[src/rtl/pll_lock_supervisor.sv]
// PLL reset sequencer and lock qualifier on the reference clock.
// With PLL_LOCK_RETRY_LIMIT_EN defined, repeated lock timeouts end in a sticky FAIL state.
`timescale 1ns/1ps
module pll_lock_supervisor #(
  parameter int PLL_RST_CYCLES     = 16,
  parameter int LOCK_TIMEOUT       = 74250,
  parameter int LOCK_STABLE_CYCLES = 1024,
  parameter int MAX_RETRIES        = 8,
  parameter int CNT_W              = 17
) (
  input  logic       clk_74a,
  input  logic       reset_n,
  input  logic       pll_locked,
  output logic       pll_rst,
  output logic       sys_reset_n,
  output logic [7:0] lock_lost_count,
  output logic [7:0] retry_count,
  output logic [2:0] state_o,
  output logic       pll_fail
);

  typedef enum logic [2:0] {
    PLLRST    = 3'd0,
    WAIT_LOCK = 3'd1,
    STABLE    = 3'd2,
    RUN       = 3'd3,
    FAIL      = 3'd4
  } state_t;

  localparam logic [CNT_W-1:0] RST_LAST    = CNT_W'(PLL_RST_CYCLES - 1);
  localparam logic [CNT_W-1:0] TIMEOUT_LAST = CNT_W'(LOCK_TIMEOUT - 1);
  localparam logic [CNT_W-1:0] STABLE_LAST = CNT_W'(LOCK_STABLE_CYCLES - 1);
  localparam logic [7:0]       RETRY_LAST  = 8'(MAX_RETRIES - 1);

`ifdef PLL_LOCK_RETRY_LIMIT_EN
  localparam bit RETRY_LIMIT_EN = 1'b1;
`else
  localparam bit RETRY_LIMIT_EN = 1'b0;
`endif

  function automatic logic [7:0] sat_inc(input logic [7:0] v);
    return (v == 8'hFF) ? v : v + 8'd1;
  endfunction

  state_t           state_q, state_d;
  logic [CNT_W-1:0] cnt_q, cnt_d;
  logic [7:0]       retry_d, lost_d;
  logic             pll_rst_d, sys_reset_n_d, fail_d;
  logic             retry_limit_hit;
  logic             locked_p0, locked_s;

  // Stage p0/p1: two-flop synchronizer for the asynchronous lock pin
  always_ff @(posedge clk_74a or negedge reset_n) begin
    if (!reset_n) begin
      locked_p0 <= 1'b0;
      locked_s  <= 1'b0;
    end else begin
      locked_p0 <= pll_locked;
      locked_s  <= locked_p0;
    end
  end

  assign retry_limit_hit = RETRY_LIMIT_EN && (retry_count == RETRY_LAST);

  always_comb begin
    state_d = state_q;
    cnt_d   = cnt_q;
    retry_d = retry_count;
    lost_d  = lock_lost_count;
    case (state_q)
      PLLRST: begin
        if (cnt_q == RST_LAST) begin
          state_d = WAIT_LOCK;
          cnt_d   = '0;
        end else begin
          cnt_d = cnt_q + 1'b1;
        end
      end
      WAIT_LOCK: begin
        // A lock arriving on the timeout cycle takes priority over the retry.
        if (locked_s) begin
          state_d = STABLE;
          cnt_d   = '0;
        end else if (cnt_q == TIMEOUT_LAST) begin
          state_d = retry_limit_hit ? FAIL : PLLRST;
          cnt_d   = '0;
          retry_d = sat_inc(retry_count);
        end else begin
          cnt_d = cnt_q + 1'b1;
        end
      end
      STABLE: begin
        if (!locked_s) begin
          state_d = WAIT_LOCK;
          cnt_d   = '0;
        end else if (cnt_q == STABLE_LAST) begin
          state_d = RUN;
          cnt_d   = '0;
        end else begin
          cnt_d = cnt_q + 1'b1;
        end
      end
      RUN: begin
        if (!locked_s) begin
          state_d = PLLRST;
          cnt_d   = '0;
          lost_d  = sat_inc(lock_lost_count);
        end
      end
      FAIL: begin
        state_d = FAIL;
      end
      default: begin
        state_d = PLLRST;
        cnt_d   = '0;
      end
    endcase
    // Outputs are decoded from the next state so they register in step with state_o.
    pll_rst_d     = (state_d == PLLRST) || (state_d == FAIL);
    sys_reset_n_d = (state_d == RUN);
    fail_d        = (state_d == FAIL);
  end

  // Stage p2: FSM state, counter and registered outputs
  always_ff @(posedge clk_74a or negedge reset_n) begin
    if (!reset_n) begin
      state_q         <= PLLRST;
      cnt_q           <= '0;
      retry_count     <= 8'd0;
      lock_lost_count <= 8'd0;
      pll_rst         <= 1'b1;
      sys_reset_n     <= 1'b0;
    end else begin
      state_q         <= state_d;
      cnt_q           <= cnt_d;
      retry_count     <= retry_d;
      lock_lost_count <= lost_d;
      pll_rst         <= pll_rst_d;
      sys_reset_n     <= sys_reset_n_d;
    end
  end

  assign state_o = state_q;

`ifdef PLL_LOCK_RETRY_LIMIT_EN
  always_ff @(posedge clk_74a or negedge reset_n) begin
    if (!reset_n) pll_fail <= 1'b0;
    else          pll_fail <= fail_d;
  end
`else
  logic unused_fail;
  assign unused_fail = fail_d;
  assign pll_fail    = 1'b0;
`endif

endmodule

[config.mk]
export PLATFORM = sky130hd
export DESIGN_NAME = pll_lock_supervisor
export DESIGN_NICKNAME = d
export VERILOG_FILES = /design/src/rtl/pll_lock_supervisor.sv
export SDC_FILE = /design/constraint.sdc
export NUM_CORES = 1
export LEC_CHECK = 0
export BUFFER_PORTS_ARGS = -buffer_cell sky130_fd_sc_hd__buf_2
export CORE_ASPECT_RATIO = 0.6
export CORE_MARGIN = 2
export CORE_UTILIZATION = 45
export DETAILED_ROUTE_END_ITERATION = 10
export GPL_ROUTABILITY_DRIVEN = 0
export PLACE_DENSITY_LB_ADDON = 0.2
export SYNTH_ARGS = -nofsm -noshare
export SYNTH_HDL_FRONTEND = slang
export SYNTH_SLANG_ARGS = --single-unit
[constraint.sdc]
create_clock -name clk_74a -period 6.26 [get_ports clk_74a]
set_input_delay 1.252 -clock clk_74a [delete_from_list [all_inputs] [get_ports clk_74a]]
set_output_delay 1.252 -clock clk_74a [all_outputs]
set_load 0.005 [all_outputs]
==> impl_metrics.yaml <==
floorplan:
  die_area_mm2: 0.00505
  ios: 25
  start_util: 0.479
  core_mm2: 0.00421
  die_x_um: 90.5
  rows: 18
  die_h_um: 55.9
logic_synthesis:
  synth_ff_type: "dfrtp_1"
  yosysUniqueCellTypes: 45
  synth-edff-count: 0
  synth_fp_nets: 202
  synth_warnings: 0
  async_flop_share: 1.00
  syn_inst: 195
  synthesis.area_mm2: 0.00202
  syn_area_per_cell_um2: 10.3
  yosys_register_bits: 40
  ys_seq_area_frac: 0.497
power_and_ir_drop:
  p_per_area_mw_per_mm2: 296
  swShare: 0.347
  p_comb_frac: 0.258
  p_seq_frac: 0.496
  peakVddDrop_mv: 0.135
  internal_power_mw: 0.436
  switchingPower_mw: 0.231
  leakagePower_nw: 1.06
  clkPwrFrac: 0.246
  p_total_mw: 0.667
cts:
  hold_buffers: 0
  clk_pin_slew_ns: 0.08
  cts_buffers: 5
  max-clock-path-buffers: 2
  cts_tree: "yes"
  cts_setup_buffers: 0
  ctsHtreeMaxLevel: 2
  clock_latency_ns: 0.29
  clkSinkCount: 40
  clock-root-buffer: "clkbuf_8"
  post_cts_resized: 0
flow_run:
  drv_cap: 0
sta:
  slew_headroom: 0.193
  setup_ws_ns: 3.51
  clock_skew_ns: 0.00486
  hold_slack_ns: 0.358
  finalSetupViolCount: 0
  tightest_slew_ns: 1.21
  min_period_over_period: 0.439
  fin_tns_setup_ns: 0
  min_period_ns: 2.75
  grt_setup_unrepaired: "no"
  finalHoldViolCount: 0
  fmax_mhz: 364
  slew_viol_final: 0
place:
  postPlaceCellArea_mm2: 0.00217
  place_inst: 272
  hpwl_um: 2820
  place_ws_ns: 3.52
  numPortBuffers: 23
drt:
  ant_nets: 0
  wirelength_um: 3920
  via_per_inst: 5.28
  vias: 1478
  drtIter0Drc: 153
  dr.pass1.iters: 4
  wl_per_cell_um: 14.0
  drc: 0
critical_path:
  startpoint_type: "flip-flop"
  end_kind: "flip-flop"
  cp.arrival_ns: 2.89
  crit_fanout: 15
  reg2reg_depth: 5
  worstPathRequired_ns: 6.40
  path_class: "flip-flop to flip-flop"
hold_path:
  hold_class: "flip-flop to flip-flop"
  whs_path_depth: 0
final_layout:
  syn2layout_area_growth_pct: 11.7
  diodes: 0
  final_core_util: 0.535
  fin_cells: 280
  final_area_mm2: 0.00225
  nets: 226
  drive_gt1_frac: 0.173
grt:
  grt_max_degree: 41
  overflow: 0
  grt_first_pass_wirelength_um: 6270
  antenna_found_initial: 0
  grt.total_usage: 0.159
  grt_pass1_vias: 1264
run_status:
  status: "completed"
==> layout make-up <==
type	count	area [um2]
inverter	3	11.3
clock buffer	7	76.3
sequential	40	1000
tap	60	75.1
clock inverter	1	5.00
timing repair buffer	23	115
multi-input combinational	146	970
fill	381	1960
==> sequential cells by signal (all words and copies together), names as in the netlist <==
name,count
sys_reset_n,1
locked_s,1
cnt_q,17
lock_lost_count,8
locked_p0,1
retry_count,8
pll_rst,1
state_o,3
==> layout by cell type, fill, tap and decap left out, types with 5 or more instances in the layout <==
master	n
buf_2	23
nor2_1	17
o21ai_0	9
and3_1	7
clkbuf_8	5
nor3_1	7
nand2_1	16
xnor2_1	15
nand4_1	9
dfrtp_1	39
nand3_1	11
==> critical path: stages (launching register included) <==
cell and delay (ns):
dfrtp_1 0.45, or4_4 0.55, nor4_2 0.34, a21oi_1 0.26, nor4_4 0.78, o21ai_0 0.21
==> synthesized netlist by cell type, types with 3 or more instances <==
cell type   n  area [um2]
and3_1      7        43.8
clkbuf_1    3        11.3
dfrtp_1    39         976
ha_1        4        50.1
inv_1       3        11.3
mux2i_1     4        40.0
nand2_1    16        60.1
nand2b_1    3        18.8
nand3_1    11        55.1
nand4_1     9        56.3
nor2_1     17        63.8
nor3_1      7        35.0
nor4_1      4        25.0
o21ai_0     9        45.0
xnor2_1    15         131
xor2_1      4        35.0
==> cell families after synthesis <==
| family | after synthesis | synth area share |
|---|---|---|
| buffers and inverters | 9 | 0.0229 |
| AO/OA/AOI/OAI | 24 | 0.0831 |
| flip-flops | 40 | 0.497 |
| AND/OR/NAND/NOR | 92 | 0.257 |
| multiplexers | 6 | 0.0310 |
| XOR/XNOR | 19 | 0.0825 |
| adder cells (fa/ha/maj) | 4 | 0.0248 |
| other | 1 | 0.00186 |
==> metal layers <==
metal	vias to the layer above	routed length [um]	share of wire	GRT usage
met5	-	0	0	0
met4	0	31	0.0079	0.0593
met3	4	188	0.048	0.0434
met2	36	1500	0.38	0.195
met1	683	2200	0.56	0.256
li1	755	-	-	-
==> path summary, 6_finish.rpt <==
kind	from	end	slack [ns]
min in group asynchronous	reset_n	lock_lost_count[0]$_DFFE_PN0P_	1.06
max in group asynchronous	reset_n	cnt_q[6]$_DFFE_PN0P_	4.66
min	locked_p0$_DFF_PN0_	locked_s$_DFF_PN0_	0.36
min reg2reg	locked_p0$_DFF_PN0_	locked_s$_DFF_PN0_	0.36
max	cnt_q[12]$_DFFE_PN0P_	cnt_q[4]$_DFFE_PN0P_	3.51
max reg2reg	cnt_q[12]$_DFFE_PN0P_	cnt_q[4]$_DFFE_PN0P_	3.51
==> power groups by stage <==
stage               combinational (mW)  clock [mW]  sequential [mW]
floorplan                        0.135           0            0.327
global placement                 0.171           0            0.334
detailed placement               0.173           0            0.333
CTS                              0.173       0.168            0.329
global route                     0.194       0.180            0.335
finish                           0.172       0.164            0.331
Note: power is estimated with default switching activity, not from simulation.
